`src/rtl/word_aligner_pkg.sv`:
```
// Shared types and constants for the word aligner: FSM state encoding,
// default sync/header patterns, offset width and saturating increment helpers.
package word_align_pkg;

    typedef enum logic [1:0] {
        SEARCH = 2'd0,
        VERIFY = 2'd1,
        LOCKED = 2'd2
    } align_state_e;

    localparam logic [31:0] SYNC_WORD_DEFAULT   = 32'hACCCCCCC;
    localparam logic [31:0] HEADER_MASK_DEFAULT = 32'hF0000000;
    localparam int          OFFSET_W            = 3;

    function automatic logic [7:0] sat_inc8(input logic [7:0] v);
        return (v == 8'hFF) ? v : v + 8'd1;
    endfunction

    function automatic logic [15:0] sat_inc16(input logic [15:0] v);
        return (v == 16'hFFFF) ? v : v + 16'd1;
    endfunction

endpackage

```
`src/rtl/word_aligner_if.sv`:
```
// Byte-in / word-out bundle of the word aligner. The statistics outputs exist
// only when WORD_ALIGNER_STATS_EN is defined.
interface word_aligner_if;
    import word_align_pkg::*;

    logic [7:0]          data_in;
    logic                data_in_valid;
    logic                realign;
    logic [31:0]         word_out;
    logic                word_valid;
    logic                locked;
    logic [OFFSET_W-1:0] align_offset;
    logic [1:0]          state_out;
`ifdef WORD_ALIGNER_STATS_EN
    logic [15:0]         header_err_count;
    logic [7:0]          lock_loss_count;
`endif

    // Byte source / word sink side
    modport master (
        output data_in, data_in_valid, realign,
        input  word_out, word_valid, locked, align_offset, state_out
`ifdef WORD_ALIGNER_STATS_EN
        , input header_err_count, lock_loss_count
`endif
    );

    // Aligner side
    modport slave (
        input  data_in, data_in_valid, realign,
        output word_out, word_valid, locked, align_offset, state_out
`ifdef WORD_ALIGNER_STATS_EN
        , output header_err_count, lock_loss_count
`endif
    );

endinterface

```
`src/rtl/sync_match8.sv`:
```
// Compares all eight 32-bit candidates of a 40-bit window against a pattern
// and reports the match vector plus the lowest matching offset.
module sync_match8 (
    input  logic [39:0] window_i,
    input  logic [31:0] pattern_i,
    output logic [7:0]  match_o,
    output logic [2:0]  first_o,
    output logic        any_o
);

    // Candidate k starts k bits after the oldest window bit
    always_comb begin
        match_o = '0;
        for (int k = 0; k < 8; k++) begin
            match_o[k] = (window_i[39-k -: 32] == pattern_i);
        end
    end

    // Lowest-index priority encoder: scan downward so the smallest k wins
    always_comb begin
        first_o = '0;
        for (int k = 7; k >= 0; k--) begin
            if (match_o[k]) first_o = k[2:0];
        end
    end

    assign any_o = |match_o;

endmodule

```
`src/rtl/word_aligner.sv`:
```
// Recovers 32-bit word boundaries from a deserialized byte stream: searches
// all 8 bit offsets for SYNC_WORD, confirms over LOCK_COUNT sync words, then
// emits one aligned word every 4 valid bytes and drops lock after
// UNLOCK_COUNT consecutive header failures.
// Optional: define WORD_ALIGNER_STATS_EN for header-error / lock-loss counters.
module word_aligner
    import word_align_pkg::*;
#(
    parameter logic [31:0] SYNC_WORD    = SYNC_WORD_DEFAULT,
    parameter logic [31:0] HEADER_MASK  = HEADER_MASK_DEFAULT,
    parameter int          LOCK_COUNT   = 4,
    parameter int          UNLOCK_COUNT = 8
) (
    input  logic           clk160,
    input  logic           rst,
    word_aligner_if.slave  bus
);

    localparam logic [7:0]  LOCK_THR   = 8'(LOCK_COUNT);
    localparam logic [7:0]  UNLOCK_THR = 8'(UNLOCK_COUNT);
    localparam logic [31:0] HDR_REF    = SYNC_WORD & HEADER_MASK;

    // The oldest byte of the 40-bit window is never looked at before it is
    // shifted out, so only the newest 32 bits are stored; the full window is
    // the stored bits plus the incoming byte.
    logic [31:0]         window_q, window_d;
    logic [39:0]         win_shift;
    align_state_e        state_q, state_d;
    logic [1:0]          phase_q, phase_d;
    logic [1:0]          lock_phase_q, lock_phase_d;
    logic [OFFSET_W-1:0] off_q, off_d;
    logic [7:0]          match_cnt_q, match_cnt_d;
    logic [7:0]          fail_cnt_q, fail_cnt_d;
    logic [31:0]         word_q, word_d;
    logic                word_valid_q, word_valid_d;
    logic                locked_q;
`ifdef WORD_ALIGNER_STATS_EN
    logic [15:0]         hdr_err_q, hdr_err_d;
    logic [7:0]          loss_q, loss_d;
`endif

    logic [7:0]          match_vec;
    logic [2:0]          first_k;
    logic                any_match;
    logic [5:0]          cand_top;
    logic [31:0]         cand;
    logic                phase_hit;
    logic                sync_hit;
    logic                header_ok;
    logic [7:0]          match_inc;
    logic [7:0]          fail_inc;

    assign win_shift = {window_q, bus.data_in};

    sync_match8 u_match (
        .window_i  (win_shift),
        .pattern_i (SYNC_WORD),
        .match_o   (match_vec),
        .first_o   (first_k),
        .any_o     (any_match)
    );

    assign cand_top  = 6'd39 - {3'd0, off_q};
    assign cand      = win_shift[cand_top -: 32];
    assign sync_hit  = match_vec[off_q];
    assign header_ok = ((cand & HEADER_MASK) == HDR_REF);
    assign phase_hit = (phase_q == lock_phase_q);
    assign match_inc = sat_inc8(match_cnt_q);
    assign fail_inc  = sat_inc8(fail_cnt_q);

    // Next-state logic: realign overrides everything, otherwise only a valid byte moves state
    always_comb begin
        window_d     = window_q;
        state_d      = state_q;
        phase_d      = phase_q;
        lock_phase_d = lock_phase_q;
        off_d        = off_q;
        match_cnt_d  = match_cnt_q;
        fail_cnt_d   = fail_cnt_q;
        word_d       = word_q;
        word_valid_d = 1'b0;
`ifdef WORD_ALIGNER_STATS_EN
        hdr_err_d    = hdr_err_q;
        loss_d       = loss_q;
`endif
        if (bus.realign) begin
            if (bus.data_in_valid) window_d = win_shift[31:0];
            state_d     = SEARCH;
            phase_d     = 2'd0;
            match_cnt_d = 8'd0;
            fail_cnt_d  = 8'd0;
`ifdef WORD_ALIGNER_STATS_EN
            if (state_q == LOCKED) loss_d = sat_inc8(loss_q);
`endif
        end else if (bus.data_in_valid) begin
            window_d = win_shift[31:0];
            phase_d  = phase_q + 2'd1;
            unique case (state_q)
                SEARCH: begin
                    if (any_match) begin
                        off_d        = first_k;
                        lock_phase_d = phase_q;
                        match_cnt_d  = 8'd1;
                        if (LOCK_THR <= 8'd1) begin
                            state_d    = LOCKED;
                            fail_cnt_d = 8'd0;
                        end else begin
                            state_d = VERIFY;
                        end
                    end
                end
                VERIFY: begin
                    if (phase_hit) begin
                        if (sync_hit) begin
                            match_cnt_d = match_inc;
                            if (match_inc >= LOCK_THR) begin
                                state_d    = LOCKED;
                                fail_cnt_d = 8'd0;
                            end
                        end else begin
                            state_d     = SEARCH;
                            match_cnt_d = 8'd0;
                        end
                    end
                end
                LOCKED: begin
                    if (phase_hit) begin
                        word_d       = cand;
                        word_valid_d = 1'b1;
                        if (header_ok) begin
                            fail_cnt_d = 8'd0;
                        end else begin
                            fail_cnt_d = fail_inc;
`ifdef WORD_ALIGNER_STATS_EN
                            hdr_err_d = sat_inc16(hdr_err_q);
`endif
                            if (fail_inc >= UNLOCK_THR) begin
                                state_d = SEARCH;
`ifdef WORD_ALIGNER_STATS_EN
                                loss_d = sat_inc8(loss_q);
`endif
                            end
                        end
                    end
                end
                default: state_d = SEARCH;
            endcase
        end
    end

    // State and output registers; locked is registered alongside the state
    always_ff @(posedge clk160) begin
        if (rst) begin
            window_q     <= '0;
            state_q      <= SEARCH;
            phase_q      <= '0;
            lock_phase_q <= '0;
            off_q        <= '0;
            match_cnt_q  <= '0;
            fail_cnt_q   <= '0;
            word_q       <= '0;
            word_valid_q <= 1'b0;
            locked_q     <= 1'b0;
`ifdef WORD_ALIGNER_STATS_EN
            hdr_err_q    <= '0;
            loss_q       <= '0;
`endif
        end else begin
            window_q     <= window_d;
            state_q      <= state_d;
            phase_q      <= phase_d;
            lock_phase_q <= lock_phase_d;
            off_q        <= off_d;
            match_cnt_q  <= match_cnt_d;
            fail_cnt_q   <= fail_cnt_d;
            word_q       <= word_d;
            word_valid_q <= word_valid_d;
            locked_q     <= (state_d == LOCKED);
`ifdef WORD_ALIGNER_STATS_EN
            hdr_err_q    <= hdr_err_d;
            loss_q       <= loss_d;
`endif
        end
    end

    assign bus.word_out     = word_q;
    assign bus.word_valid   = word_valid_q;
    assign bus.locked       = locked_q;
    assign bus.align_offset = off_q;
    assign bus.state_out    = state_q;
`ifdef WORD_ALIGNER_STATS_EN
    assign bus.header_err_count = hdr_err_q;
    assign bus.lock_loss_count  = loss_q;
`endif

endmodule

```
`src/flat_wrapper.sv`:
```
// flat-port wrapper written by rule: the top's interface ports become plain ports
module word_aligner_flat import word_align_pkg::*;
#(
    parameter logic [31:0] SYNC_WORD    = SYNC_WORD_DEFAULT,
    parameter logic [31:0] HEADER_MASK  = HEADER_MASK_DEFAULT,
    parameter int          LOCK_COUNT   = 4,
    parameter int          UNLOCK_COUNT = 8
)
  (clk160, rst, bus_data_in, bus_data_in_valid, bus_realign, bus_word_out, bus_word_valid, bus_locked, bus_align_offset, bus_state_out);
  word_aligner_if bus_i ();
  input  logic clk160;
  input  logic rst;
  input wire logic [$bits(bus_i.data_in)-1:0] bus_data_in;
  input wire logic [$bits(bus_i.data_in_valid)-1:0] bus_data_in_valid;
  input wire logic [$bits(bus_i.realign)-1:0] bus_realign;
  output wire logic [$bits(bus_i.word_out)-1:0] bus_word_out;
  output wire logic [$bits(bus_i.word_valid)-1:0] bus_word_valid;
  output wire logic [$bits(bus_i.locked)-1:0] bus_locked;
  output wire logic [$bits(bus_i.align_offset)-1:0] bus_align_offset;
  output wire logic [$bits(bus_i.state_out)-1:0] bus_state_out;
  assign bus_i.data_in = bus_data_in;
  assign bus_i.data_in_valid = bus_data_in_valid;
  assign bus_i.realign = bus_realign;
  assign bus_word_out = bus_i.word_out;
  assign bus_word_valid = bus_i.word_valid;
  assign bus_locked = bus_i.locked;
  assign bus_align_offset = bus_i.align_offset;
  assign bus_state_out = bus_i.state_out;
  word_aligner #(.SYNC_WORD(SYNC_WORD), .HEADER_MASK(HEADER_MASK), .LOCK_COUNT(LOCK_COUNT), .UNLOCK_COUNT(UNLOCK_COUNT)) u_core (.clk160(clk160), .rst(rst), .bus(bus_i));
endmodule
```
`config.mk`:
```
export PLATFORM = sky130hd
export DESIGN_NAME = word_aligner_flat
export DESIGN_NICKNAME = d
export VERILOG_FILES = /design/src/rtl/word_aligner_pkg.sv /design/src/rtl/word_aligner_if.sv /design/src/rtl/sync_match8.sv /design/src/rtl/word_aligner.sv /design/src/flat_wrapper.sv
export SDC_FILE = /design/constraint.sdc
export NUM_CORES = 1
export LEC_CHECK = 0
export ABC_AREA = 0
export BUFFER_PORTS_ARGS = -buffer_cell sky130_fd_sc_hd__buf_4
export CAP_MARGIN = 10
export CORE_MARGIN = 2
export CORE_UTILIZATION = 51
export CTS_CLUSTER_DIAMETER = 60
export DETAILED_ROUTE_END_ITERATION = 16
export PLACE_DENSITY = 0.67
export SLEW_MARGIN = 10
export SYNTH_ARGS = -nofsm -noshare
export SYNTH_HDL_FRONTEND = slang
export SYNTH_SLANG_ARGS = --single-unit
export TNS_END_PERCENT = 30
```
`constraint.sdc`:
```
create_clock -name clk160 -period 3.2 [get_ports clk160]
set_input_delay 0.32 -clock clk160 [delete_from_list [all_inputs] [get_ports clk160]]
set_output_delay 0.32 -clock clk160 [all_outputs]
set_load 0.03 [all_outputs]
```
==> results of run 1 <==
[worst max-delay path, stage by stage, from the launching register on]
cell,delay (ps)
dfxtp_1,570
nor4bb_1,480
nand4b_1,230
nor3_1,350
nor3_1,140
nor3_4,170
a31oi_1,110
buf_4,200
or4_1,510
a21oi_1,150
[per-layer routing]
layer,wire [um],track usage (%),share of wire (%)
met1,6880,36.2,49
met2,6160,35.0,44
met3,645,4.36,4.6
met4,263,8.97,1.9
met5,0,0,0
[stage by stage]
stage | util, % | hold WS (ps)
3_3_place_gp | 56.0 | 486
2_1_floorplan | - | 467
6_report | 57.9 | 147
4_1_cts | 57.9 | 134
3_5_place_dp | 56.0 | 488
5_1_grt | 57.9 | 145
[cell families after synthesis]
logic type	after synthesis	synth area share [%]
mux	103	22.3
compound gates	121	14.7
flops	91	32.4
fa+ha+maj	6	1.34
simple gates	250	24.1
buf+inv	60	4.26
xor+xnor	5	0.780
[power groups by stage]
| stage | sequential [mW] | combinational, mW | clock [mW] |
|---|---|---|---|
| finish | 1.17 | 0.133 | 0.810 |
| global route | 1.17 | 0.144 | 0.873 |
| CTS | 1.17 | 0.132 | 0.828 |
| detailed placement | 1.19 | 0.132 | 0 |
| global placement | 1.19 | 0.131 | 0 |
| floorplan | 1.18 | 0.0950 | 0 |
[registers in the layout, summed over array words and instances, names as in the netlist, 2 cells and up]
signal	cells
u_core.window_q	32
u_core.fail_cnt_q	8
u_core.bus.state_out	2
u_core.bus.word_out	32
u_core.phase_q	2
u_core.lock_phase_q	2
u_core.match_cnt_q	8
u_core.bus.align_offset	3
[final timing paths]
path | start | end | slack (ps) | depth (start not counted)
setup / recovery | u_core.window_q[24] | u_core.fail_cnt_q[5] | 210 | 9
setup reg to reg | u_core.window_q[24] | u_core.fail_cnt_q[5] | 210 | 9
hold / removal | rst | u_core.bus.word_valid | 150 | 2
hold reg to reg | u_core.bus.word_out[22] | u_core.bus.word_out[22] | 510 | 2
[Yosys cell counts (6+ instances only)]
cell type   n
a211oi_1   35
a21oi_1    33
a311oi_1    6
a31oi_1     6
and3_1      6
and4bb_2    7
buf_1       8
buf_2      11
clkbuf_1   27
dfxtp_1    91
ha_1        6
inv_1      12
mux2_2      9
mux2i_1    77
mux4_2     17
nand2_1    39
nand3_1    11
nand4_1    16
nor2_1     92
nor2b_1    22
nor3_1     19
o21ai_0    19
[layout make-up]
cell class / instances / area [um^2]
clock buffers: 9 / 124
clock inverters: 7 / 75.1
fillers: 968 / 4550
inverters: 14 / 52.6
multi-input cells: 485 / 3560
flip-flops and latches: 91 / 1820
well taps: 140 / 175
repair buffers: 58 / 435
==> results.sh, run 1 <==
export IMPL_synth_top_cells_by_area="dfxtp_1 (32%), mux2i_1 (14%), mux4_2 (6.8%), nor2_1 (6.1%), a211oi_1 (4.7%)"
export IMPL_vias_per_cell=6.08
export IMPL_tightest_slew_ps=724
export IMPL_layout_commonest_cell="nor2_1"
export IMPL_pwr_share_seq_pct=55.3
export IMPL_ys_types=56
export IMPL_synth_top_cell_area_share_pct=32.4
export IMPL_finalMaxSlewViolations=0
export IMPL_layout_common_cells="nor2_1 (92), dfxtp_1 (89), mux2i_1 (77)"
export IMPL_vias=4886
export IMPL_crit_required_ps=3520
export IMPL_max_cap_violations=0
export IMPL_critPathLaunchType="flip-flop"
export IMPL_finalWorstSetupSlack_ps=215
export IMPL_layout_cells_non_filler=804
export IMPL_slew_headroom_pct=51.7
export IMPL_gp_congestion=0.962
export IMPL_finalSetupTns_ps=0
export IMPL_worstPathArrival_ps=3300
export IMPL_detailedPlace_worstSlack_ps=325
export IMPL_peakVddDrop_mv=0.269
export IMPL_clock_latency_ps=390
export IMPL_placed_area_um2=6050
export IMPL_avgRoutedWirePerCell_um=17.4
export IMPL_grt_ovfl_total=0
export IMPL_seq_area_frac_synth_pct=32.4
export IMPL_clk_pin_slew_ps=90
export IMPL_synth_edf_count=0
export IMPL_period_needed_ps=2990
export IMPL_die_x_um=109
export IMPL_rows=38
export IMPL_power_density_nw_per_um2=338
export IMPL_cts_tree="done"
export IMPL_grt_max_degree=70
export IMPL_setup_violations=0
export IMPL_fp_dieH_um=109
export IMPL_syn_nets=654
export IMPL_finalPower_mw=2.11
export IMPL_io_pins=51
export IMPL_root_buffer="clkbuf_8"
export IMPL_fmax_mhz=335
export IMPL_clkPwrFrac_pct=38.4
export IMPL_drive_above_1_share_pct=19.0
export IMPL_synthesis_area_um2=5620
export IMPL_dp_cells=788
export IMPL_p_int_mw=1.56
export IMPL_status="finished clean"
export IMPL_postRouteAntennaNets=0
export IMPL_hold_buffers=0
export IMPL_synthArstFlopShare_pct=0
export IMPL_min_path_type="input pin to flip-flop"
export IMPL_drc_errors=0
export IMPL_p_leak_nw=2.22
export IMPL_clock_sinks=91
export IMPL_swShare_pct=25.9
export IMPL_hold_violations=0
export IMPL_antenna_found_initial=0
export IMPL_rsz0062_at_grt="no"
export IMPL_power_switching_mw=0.547
export IMPL_final_nets=677
export IMPL_numCtsBuffers=9
export IMPL_track_usage_pct=24.3
export IMPL_cts_resized=0
export IMPL_syn2layout_area_growth_pct=11.2
export IMPL_antenna_cells=0
export IMPL_port_buffers=50
export IMPL_yosys_most_used_dff="dfxtp_1"
export IMPL_initial_core_util_pct=52.0
export IMPL_fin_area_um2=6250
export IMPL_synth_cells=636
export IMPL_yosys_register_bits=91
export IMPL_combPwrFrac_pct=6.3
export IMPL_ctsHtreeMaxLevel=3
export IMPL_avgSynthCellArea_um2=8.83
export IMPL_dieArea_um2=11900
export IMPL_place_hpwl_mm=10.0
export IMPL_coreArea_um2=10800
export IMPL_critPathKind="flip-flop to flip-flop"
export IMPL_crit_fanout=13
export IMPL_routed_wirelength_mm=14.0
export IMPL_grt_pass1_vias=4379
export IMPL_clock_skew_ps=12.0
export IMPL_yosysWarnings=0
export IMPL_drt_pass1_iter_count=5
export IMPL_end_kind="flip-flop"
export IMPL_first_iter_violations=315
export IMPL_grt_pass1_wl_mm=22.7
export IMPL_synth_top_cell_by_area="dfxtp_1"
export IMPL_cts_setup_buffers=0
export IMPL_ctsLongestPathBuffers=2
export IMPL_fin_crit_sh_pct=93.3
Power figures use the tool's default switching activity.
==> inputs of run 2 (changes only) <==
--- a/config.mk
+++ b/config.mk
@@ -10,6 +10,7 @@
 export CAP_MARGIN = 10
 export CORE_MARGIN = 2
 export CORE_UTILIZATION = 51
+export CTS_BUF_LIST = sky130_fd_sc_hd__clkbuf_16
 export CTS_CLUSTER_DIAMETER = 60
 export DETAILED_ROUTE_END_ITERATION = 16
 export PLACE_DENSITY = 0.67
==> constraint.sdc (replaced) <==
create_clock -name clk160 -period 3.2 [get_ports clk160]
set_input_delay 0.32 -clock clk160 [delete_from_list [all_inputs] [get_ports clk160]]
set_output_delay 0.32 -clock clk160 [all_outputs]
set_load 0.1 [all_outputs]
==> run 2 against run 1 <==
Net effect: register-to-register slack got worse by 30 ps; sequential share of layout area fell by 0.47 points; largest cell class unchanged; via count rose by 1.3%; worst hold slack improved by 38 ps; non-clock buffer count did not move; clock-buffer cell count did not move; critical endpoint unchanged; sequential cell count did not move.
==> results.sh, run 2 (synthesis gave the netlist of run 1 again) <==
export IMPL_p_leak_nw=2.26
export IMPL_whs_ps=185
export IMPL_grt_pass1_wl_mm=22.7
export IMPL_routed_wirelength_mm=14.0
export IMPL_slowest_stage="dfxtp_1"
export IMPL_n_fill_cell=961
export IMPL_layout_common_cells="nor2_1 (92), dfxtp_1 (89), mux2i_1 (77)"
export IMPL_critPathMaxStageDelay_ps=560
export IMPL_clock_latency_ps=350
export IMPL_initial_core_util_pct=52.0
export IMPL_tightest_slew_ps=731
export IMPL_cts_tree="done"
export IMPL_vias_per_cell=6.16
export IMPL_power_density_nw_per_um2=377
export IMPL_fin_crit_sh_pct=94.2
export IMPL_avgRoutedWirePerCell_um=17.4
export IMPL_register_area_um2=1820
export IMPL_critPathBufInv=1
export IMPL_track_usage_pct=24.3
export IMPL_crit_fanout=13
export IMPL_finalPower_mw=2.39
export IMPL_grt_pass1_vias=4391
export IMPL_crit_required_ps=3480
export IMPL_dieArea_um2=11900
export IMPL_cp_common_cell="nor3_1"
export IMPL_coreArea_um2=10800
export IMPL_clock_sinks=91
export IMPL_antenna_found_initial=0
export IMPL_gp_congestion=0.962
export IMPL_slew_headroom_pct=51.3
export IMPL_root_buffer="clkbuf_16"
export IMPL_drt_pass1_iter_count=5
export IMPL_end_kind="flip-flop"
export IMPL_drive_above_1_share_pct=19.0
export IMPL_finalWorstSetupSlack_ps=187
export IMPL_io_pins=51
export IMPL_critPathLaunchType="flip-flop"
export IMPL_clock_skew_ps=7.27
export IMPL_antenna_cells=0
export IMPL_first_iter_violations=338
export IMPL_fp_dieH_um=109
export IMPL_place_hpwl_mm=10.0
export IMPL_grt_ovfl_total=0
export IMPL_rsz0062_at_grt="no"
export IMPL_period_needed_ps=3010
export IMPL_critPathKind="flip-flop to flip-flop"
export IMPL_setup_violations=0
export IMPL_drc_errors=0
export IMPL_ctsLongestPathBuffers=2
export IMPL_syn2layout_area_growth_pct=13.0
export IMPL_hold_violations=0
export IMPL_grt_max_degree=70
export IMPL_vias=4951
export IMPL_hold_buffers=0
export IMPL_fmax_mhz=332
export IMPL_layout_commonest_cell="nor2_1"
export IMPL_die_x_um=109
export IMPL_numCtsBuffers=9
export IMPL_multi_input_area_um2=3560
export IMPL_final_nets=677
export IMPL_finalSetupTns_ps=0
export IMPL_detailedPlace_worstSlack_ps=325
export IMPL_worstPathArrival_ps=3290
export IMPL_max_cap_violations=0
export IMPL_peakVddDrop_mv=0.313
export IMPL_min_path_type="input pin to flip-flop"
export IMPL_finalMaxSlewViolations=0
export IMPL_crit_path_cell_trace="nor4bb_1 > nand4b_1 > nor3_1 > nor3_1 > nor3_4 > a31oi_1 > buf_4 > or4_1 > a21oi_1"
export IMPL_postRouteAntennaNets=0
export IMPL_ctsHtreeMaxLevel=3
export IMPL_status="finished clean"
export IMPL_cts_setup_buffers=0
export IMPL_rows=38
export IMPL_clk_pin_slew_ps=70
export IMPL_port_buffers=50
export IMPL_worst_path_dominant_cell_family="simple AND/OR/NAND/NOR gates"
export IMPL_cts_resized=0
==> run 2: cell count changes in the layout (fill, tap and decap cells not counted) <==
cell | previous run | this run
clkbuf_16 | 0 | 9
clkbuf_8 | 9 | 0
==> run 2: final cells by class <==
cell class	instances	area share [%]
clock buffer	9	3.55
inverter	14	0.828
clock inverter	7	1.18
multi-input combinational	485	56.1
timing repair buffer	58	6.86
sequential	91	28.7
tap	140	2.76
==> run 2: power breakdown <==
| group | internal (mW) | leakage [nW] | switching [mW] |
|---|---|---|---|
| Sequential | 1.14 | 0.736 | 0.0247 |
| Combinational | 0.0558 | 1.39 | 0.0773 |
| Clock | 0.610 | 0.138 | 0.482 |
| Total | 1.81 | 2.26 | 0.584 |
==> run 2: final timing paths <==
check	startpoint	end	slack, ps	cells after the start
setup / recovery	u_core.window_q[24]	u_core.fail_cnt_q[5]	190	9
hold / removal	rst	u_core.bus.word_valid	190	2
setup reg to reg	u_core.window_q[24]	u_core.fail_cnt_q[5]	190	9
hold reg to reg	u_core.bus.word_out[4]	u_core.bus.word_out[4]	500	2
==> run 2: per-layer routing <==
| layer | wire length, um | global-route usage, % |
|---|---|---|
| met5 | 0 | 0 |
| met1 | 6780 | 36.3 |
| met4 | 286 | 8.70 |
| met2 | 6190 | 35.0 |
| met3 | 754 | 4.18 |
==> run 2: stage by stage <==
stage	area (um^2)	util [%]	cells
finish	6350	58.8	804
floorplan	5620	-	636
detailed placement	6050	56.0	788
CTS	6350	58.8	804
global placement	6050	56.0	788
global route	6350	58.8	804
